--- src/rtl/fir_out_collector.sv ---
// FIR result collector: Q(2*FRAC) -> sample-format requantiser with saturating FWFT FIFO.
// Define FIR_COLLECT_ROUND_EN for round-half-up; default build truncates (floor).
module fir_out_collector #(
   parameter int DATAWIDTH = 16,
   parameter int FRAC      = 8,
   parameter int DEPTH     = 8
) (
   input  logic                       clk,
   input  logic                       rst,
   input  logic [2*DATAWIDTH-1:0]     y,
   input  logic                       done,
   input  logic                       clear,
   output logic [DATAWIDTH-1:0]       out_data,
   output logic                       out_valid,
   input  logic                       out_ready,
   output logic [$clog2(DEPTH):0]     count,
   output logic                       overflow,
   output logic                       sat
);

   localparam int YW = 2 * DATAWIDTH;
   localparam int AW = $clog2(DEPTH);
   localparam int CW = AW + 1;

   localparam logic signed [YW:0] MAXV =
      {{(YW - DATAWIDTH + 2){1'b0}}, {(DATAWIDTH - 1){1'b1}}};
   localparam logic signed [YW:0] MINV =
      {{(YW - DATAWIDTH + 2){1'b1}}, {(DATAWIDTH - 1){1'b0}}};
`ifdef FIR_COLLECT_ROUND_EN
   localparam logic signed [YW:0] RND =
      {{(YW + 1 - FRAC){1'b0}}, 1'b1, {(FRAC - 1){1'b0}}};
`endif

   logic [YW-1:0]        s_data_q, s_data_d;
   logic                 s_vld_q, s_vld_d;
   logic [DATAWIDTH-1:0] mem_q [DEPTH];
   logic [DATAWIDTH-1:0] mem_d [DEPTH];
   logic [AW-1:0]        wr_ptr_q, wr_ptr_d;
   logic [AW-1:0]        rd_ptr_q, rd_ptr_d;
   logic [CW-1:0]        count_q, count_d;
   logic                 overflow_q, overflow_d;
   logic                 sat_q, sat_d;

   logic signed [YW:0]   ext, sum, shr;
   logic                 clamp_hi, clamp_lo;
   logic [DATAWIDTH-1:0] conv;
   logic                 pop, full, push, drop;

   // Guard bit keeps the rounding add from wrapping near full scale.
   always_comb begin
      ext = {s_data_q[YW-1], s_data_q};
`ifdef FIR_COLLECT_ROUND_EN
      sum = ext + RND;
`else
      sum = ext;
`endif
      shr      = sum >>> FRAC;
      clamp_hi = shr > MAXV;
      clamp_lo = shr < MINV;
      if (clamp_hi)
         conv = {1'b0, {(DATAWIDTH - 1){1'b1}}};
      else if (clamp_lo)
         conv = {1'b1, {(DATAWIDTH - 1){1'b0}}};
      else
         conv = shr[DATAWIDTH-1:0];
   end

   always_comb begin
      pop  = (count_q != '0) && out_ready;
      full = count_q == CW'(DEPTH);
      push = s_vld_q && (!full || pop);
      drop = s_vld_q && full && !pop;

      s_vld_d    = done;
      s_data_d   = done ? y : s_data_q;
      mem_d      = mem_q;
      wr_ptr_d   = wr_ptr_q;
      rd_ptr_d   = rd_ptr_q;
      count_d    = count_q;
      overflow_d = overflow_q | drop;
      sat_d      = sat_q | (s_vld_q & (clamp_hi | clamp_lo));

      if (push) begin
         mem_d[wr_ptr_q] = conv;
         wr_ptr_d        = wr_ptr_q + AW'(1);
      end
      if (pop)
         rd_ptr_d = rd_ptr_q + AW'(1);
      if (push && !pop)
         count_d = count_q + CW'(1);
      else if (pop && !push)
         count_d = count_q - CW'(1);

      if (clear) begin
         s_vld_d    = 1'b0;
         wr_ptr_d   = '0;
         rd_ptr_d   = '0;
         count_d    = '0;
         overflow_d = 1'b0;
         sat_d      = 1'b0;
      end
   end

   always_ff @(posedge clk or negedge rst) begin
      if (!rst) begin
         s_data_q   <= '0;
         s_vld_q    <= 1'b0;
         for (int i = 0; i < DEPTH; i++)
            mem_q[i] <= '0;
         wr_ptr_q   <= '0;
         rd_ptr_q   <= '0;
         count_q    <= '0;
         overflow_q <= 1'b0;
         sat_q      <= 1'b0;
      end else begin
         s_data_q   <= s_data_d;
         s_vld_q    <= s_vld_d;
         mem_q      <= mem_d;
         wr_ptr_q   <= wr_ptr_d;
         rd_ptr_q   <= rd_ptr_d;
         count_q    <= count_d;
         overflow_q <= overflow_d;
         sat_q      <= sat_d;
      end
   end

   assign out_data  = mem_q[rd_ptr_q];
   assign out_valid = count_q != '0;
   assign count     = count_q;
   assign overflow  = overflow_q;
   assign sat       = sat_q;

endmodule

--- config.mk ---
export PLATFORM = sky130hd
export DESIGN_NAME = fir_out_collector
export DESIGN_NICKNAME = d
export VERILOG_FILES = /design/src/rtl/fir_out_collector.sv
export SDC_FILE = /design/constraint.sdc
export NUM_CORES = 1
export LEC_CHECK = 0
export CORE_AREA = 10 10 138 108
export DETAILED_ROUTE_END_ITERATION = 10
export DIE_AREA = 0 0 148 118
export PLACE_DENSITY = 0.95
export SLEW_MARGIN = 20
export SYNTH_ARGS = -nofsm -noshare
export SYNTH_HDL_FRONTEND = slang
export SYNTH_SLANG_ARGS = --single-unit
--- constraint.sdc ---
create_clock -name clk -period 8.6 [get_ports clk]
set_clock_uncertainty 0.15 [all_clocks]
set_input_delay 1.72 -clock clk [delete_from_list [all_inputs] [get_ports clk]]
set_output_delay 1.72 -clock clk [all_outputs]
set_load 0.01 [all_outputs]
==> impl_metrics.toml <==
[status]
status = "completed"

[worst_setup_path]
end_kind = "output port"
setup.worst_path.class = "reg2out"
arrival_ns = 2.80
required_ns = 6.73
critPathLaunchType = "register"
crit_path_max_fanout = 32

[detailed_routing]
vias_per_cell = 6.27
wl_per_cell_microns = 20.4
drc_errors = 0
drt-pass1-iter-count = 6
initialDrtViolationCount = 466
ant_nets = 0
wl_microns = 17500
vias = 5377

[global_routing]
antenna_found_initial = 0
grt_pass1_wl_microns = 29000
grt_pass1_vias = 5750
grt_max_degree = 84
overflow = 0
groute.usage.overall = 0.206

[synth]
synth_flop_cell = "dfrtp_1"
netlist_instances = 645
async_reset_ff_frac = 1.00
synth_nets = 687
synth_seq_cells = 165
syn_avg_cell_area_sq_um = 11.7
syn_area_sq_um = 7550
synth_cell_type_count = 41
synth_warnings = 0
synth_edf_count = 0
seq_area_frac_synth = 0.547

[final_layout]
layout.nets = 721
post-route-util = 0.723
fin_area_sq_um = 8800
nFillCells = 805
final_cell_mix = "164 x dfrtp_1, 71 x nor2_1, 64 x nand2_1, 64 x a21oi_1, 49 x clkdlybuf4s50_1"
final_common_cell = "dfrtp_1"
area_growth_pct = 16.6
antenna_cells = 0
drive_gt1_frac = 0.233

[floorplanning]
fp.dieH_microns = 118
die-area_sq_um = 17500
pin_count = 60
rows = 35
coreArea_sq_um = 12200
start_util = 0.620
dieWidth_microns = 148

[cts]
htreeDepth = 4
post_cts_buffers = 0
post_cts_resized = 0
numCtsBuffers = 17
clockRootBuffer = "clkbuf_16"
clk_pin_slew_ns = 0.06
cts_buffer_depth = 2
cts_sinks = 165
hold_buffers = 0
cts_tree = "built"
worstSkewPairLatency_ns = 0.42

[place]
gp_congestion = 0.767
place_area_sq_um = 8210
port_buffers = 51
pre_cts_ws_ns = 4.37
hpwlAfterDp_microns = 11300

[timing]
setup_viol = 0
hold_viol_final = 0
fin_crit_sh = 0.542
post-route-min-period_ns = 4.67
relSlewSlack = 0.267
fin_ws_ns = 3.93
drv_slew = 0
worstMarginPinSlew_ns = 1.10
tns_ns = 0
fmax_mhz = 214
rsz0062_at_grt = "no"

[pwr]
power_density_nw_per_um2 = 271
finalPower_w = 0.00238
ir_worst_vdd_mv = 0.164
p_leak_nw = 3.50

[job]
drv_cap = 0

[min_path]
hp-class = "reg2reg"
worst paths after layout:
kind | startpoint | to | slack (ns) | cells past startpoint
setup / recovery | rd_ptr_q[0] | out_data[10] | 3.93 | 4
hold / removal | mem_q[126] | mem_q[126] | 0.33 | 2
min in group asynchronous | rst | mem_q[113] | 1.18 | 1
hold reg to reg | mem_q[126] | mem_q[126] | 0.33 | 2
setup reg to reg | count[0] | count[3] | 5.64 | 8
max in group asynchronous | rst | rd_ptr_q[0] | 5.86 | 3
flip-flops by register name (all words and copies together) (netlist names):
signal and cells:
sat 1, s_vld_q 1, count 4, overflow 1, mem_q 128, s_data_q 24, wr_ptr_q 3, rd_ptr_q 3
report_power, final:
part	switching [W]	total (W)	internal (W)
clock network	0.000300	0.000746	0.000446
registers	0.0000883	0.000974	0.000886
logic	0.000309	0.000662	0.000353
total	0.000698	0.00238	0.00168
layer usage:
metal	global-route usage	vias to the layer above	wire, microns
li1	-	2374	-
met1	0.251	2763	7070
met5	0	-	0
met4	0.0705	0	282
met3	0.0611	36	1330
met2	0.339	204	8800
synth_stat cells (2+ instances only):
cell type | number | area [sq um]
ha_1 | 4 | 50.1
inv_1 | 8 | 30.0
a21oi_1 | 66 | 330
o21ai_0 | 44 | 220
dfrtp_1 | 165 | 4130
nor2b_1 | 3 | 18.8
nor2_1 | 71 | 267
nor3_2 | 10 | 100
nor3_1 | 7 | 35.0
o21ai_1 | 20 | 100
buf_2 | 8 | 40.0
mux2_1 | 3 | 33.8
o2111ai_1 | 3 | 26.3
mux2_2 | 48 | 541
clkbuf_1 | 35 | 131
nand4_1 | 2 | 12.5
nor4bb_1 | 2 | 20.0
mux4_2 | 32 | 721
nand3_1 | 4 | 20.0
a2bb2oi_2 | 15 | 225
buf_1 | 5 | 18.8
a2111oi_2 | 2 | 30.0
nand2_1 | 64 | 240
nand4b_1 | 2 | 17.5
or4_1 | 3 | 22.5
xor2_1 | 4 | 35.0
stage by stage:
step / hold WS, ns / std cells
floorplan: 0.295 / 645
global placement: 0.306 / 825
detailed placement: 0.319 / 825
CTS: 0.332 / 856
global route: 0.358 / 857
finish: 0.330 / 857
cell families after synthesis:
| logic type | Yosys count | synth area share |
|---|---|---|
| simple gates | 170 | 0.101 |
| flops | 165 | 0.547 |
| compound gates | 159 | 0.133 |
| mux | 84 | 0.173 |
| buf+inv | 57 | 0.0307 |
| xor+xnor | 5 | 0.00580 |
| fa+ha+maj | 5 | 0.00928 |
final cells by class:
type	instances	area (sq um)	share of cell area
clock buffer	21	470	0.0534
sequential	165	4130	0.469
clock inverter	10	105	0.0119
multi-input combinational	423	3240	0.368
inverter	8	30.0	0.00341
timing repair buffer	64	617	0.0701
tap	166	208	0.0236
worst max-delay path: stages (launching register included):
cell	delay [ns]
dfrtp_2	0.39
buf_4	0.55
mux4_2	0.60
mux2_2	0.28
clkdlybuf4s50_1	0.53
Power figures use the tool's default switching activity.
==> patch: new RTL, config.mk and constraints unchanged <==
Take the reset off `s_data_q` and load it in a clocked block of its own.
--- a/src/rtl/fir_out_collector.sv
+++ b/src/rtl/fir_out_collector.sv
@@ -104,5 +104,4 @@
    always_ff @(posedge clk or negedge rst) begin
       if (!rst) begin
-         s_data_q   <= '0;
          s_vld_q    <= 1'b0;
          for (int i = 0; i < DEPTH; i++)
@@ -114,5 +113,4 @@
          sat_q      <= 1'b0;
       end else begin
-         s_data_q   <= s_data_d;
          s_vld_q    <= s_vld_d;
          mem_q      <= mem_d;
@@ -125,4 +123,8 @@
    end
 
+   always_ff @(posedge clk) begin
+      s_data_q <= s_data_d;
+   end
+
    assign out_data  = mem_q[rd_ptr_q];
    assign out_valid = count_q != '0;
Formal check against the unedited RTL: same outputs for any inputs over 4 cycles, from zero or initial values and one cycle with rst low; that may be too few to reach the edited logic, so the function may still have changed.
==> patch against the original RTL <==
- wire length is 2.3% lower
- sequential share of layout area is 1.4 points higher
- synthesized area is 0.38% higher
- setup slack better by 0.061 ns
- final area hardly changed
- sequential cell count stayed put
- total power is 0.13% lower
- global-route usage is 0.48 points lower
- critical endpoint is now out_data[15]
- largest power group unchanged
- highest routed layer unchanged
==> patch: results (changes against the original RTL) <==
INFO  metric vdd.ir_drop.worst = 0.161 mV (-2.1%)
INFO  metric outcome = completed
INFO  metric place_congestion = 0.761 (-0.79%)
INFO  metric first_pass_grt_wire_length = 28,200 µm (-2.6%)
INFO  metric finalNonFillerCells = 830 (-3.2%)
INFO  metric globalRouteTotalUtil = 0.201 (-0.00482)
INFO  metric grt_start_max_net_pins = 88 (+4.8%)
INFO  metric gate_count_of_the_mapped_netlist = 616 (-4.5%)
INFO  metric timing.hold.ws = 0.332 ns (+0.00262 ns)
INFO  metric hold_path_startpoint = mem_q[122]$_DFFE_PN0P_
INFO  metric sequential_fraction_of_the_synthesis_area = 0.560 (+0.0138)
INFO  metric synth_fp_nets = 658 (-4.2%)
INFO  metric grt_pass1_vias = 5,492 (-4.5%)
INFO  metric synthTopCellsByArea = dfrtp_1 (47%), edfxtp_1 (9.5%), mux4_2 (9.5%), a21oi_1 (4.2%), mux2_2 (3.6%)
INFO  metric detail_route.wirelength.met1 = 6550 µm (-7.4%)
INFO  metric synth-edff-count = 24 (+24)
INFO  metric relSlewSlack = 0.326 (+0.0586)
INFO  metric drt_first_iter_violations = 507 (+8.8%)
INFO  metric detailedPlacementHpwl = 10,700 µm (-5.2%)
INFO  metric critical_path_fanout_max = 34 (+6.3%)
INFO  metric reg2reg_depth = 7 (-1)
INFO  metric min_delay_worst_endpoint = mem_q[122]$_DFFE_PN0P_
INFO  metric flop_to_flop_setup_slack = 5.63 ns (about the same)
INFO  metric cellLeakagePower = 3.45 nW (-1.5%)
INFO  metric setup.worst_path.end = out_data[15]
## patch: layout make-up
cell class | instances | area (µm²)
fill | 771 | 3380
sequential | 165 | 4250
timing repair buffer | 64 | 609
clock inverter | 9 | 101
tap | 166 | 208
multi-input combinational | 399 | 3130
clock buffer | 21 | 480
inverter | 6 | 22.5
## patch: report_power, final
group | switching (mW) | internal (mW) | total, mW | leakage [nW]
Clock | 0.296 | 0.453 | 0.749 | 0.287
Sequential | 0.0736 | 0.900 | 0.973 | 1.83
Combinational | 0.307 | 0.350 | 0.657 | 1.34
Total | 0.677 | 1.70 | 2.38 | 3.45
## patch: stage by stage
| stage | cell area [µm²] | worst slack [ns] |
|---|---|---|
| finish | 8800 | 4.00 |
| global route | 8800 | 3.86 |
| CTS | 8790 | 3.95 |
| detailed placement | 8210 | 4.26 |
| global placement | 8210 | 4.40 |
| floorplan | 7580 | 5.00 |
## patch: critical path, stage by stage, from the launching register on
cell	delay, ns
dfrtp_2	0.34
buf_4	0.54
mux4_2	0.62
mux2_2	0.32
clkdlybuf4s50_1	0.50
## patch: cell families (layout without fill, tap and decap cells)
kind of cell / Yosys count / after routing / synth area share
buffers and inverters: 52 / 100 / 0.0319
and+or+nand+nor: 170 / 170 / 0.107
adders and majority gates: 5 / 5 / 0.00924
muxes: 60 / 60 / 0.136
xor gates and xnor gates: 5 / 5 / 0.00578
DFF: 165 / 165 / 0.560
AOI/OAI and AO/OA: 159 / 159 / 0.149
## patch: layer usage
layer | vias up | global-route usage
li1 | 2293 | -
met2 | 241 | 0.339
met3 | 36 | 0.0580
met4 | 0 | 0.0729
met5 | - | 0
met1 | 2591 | 0.237
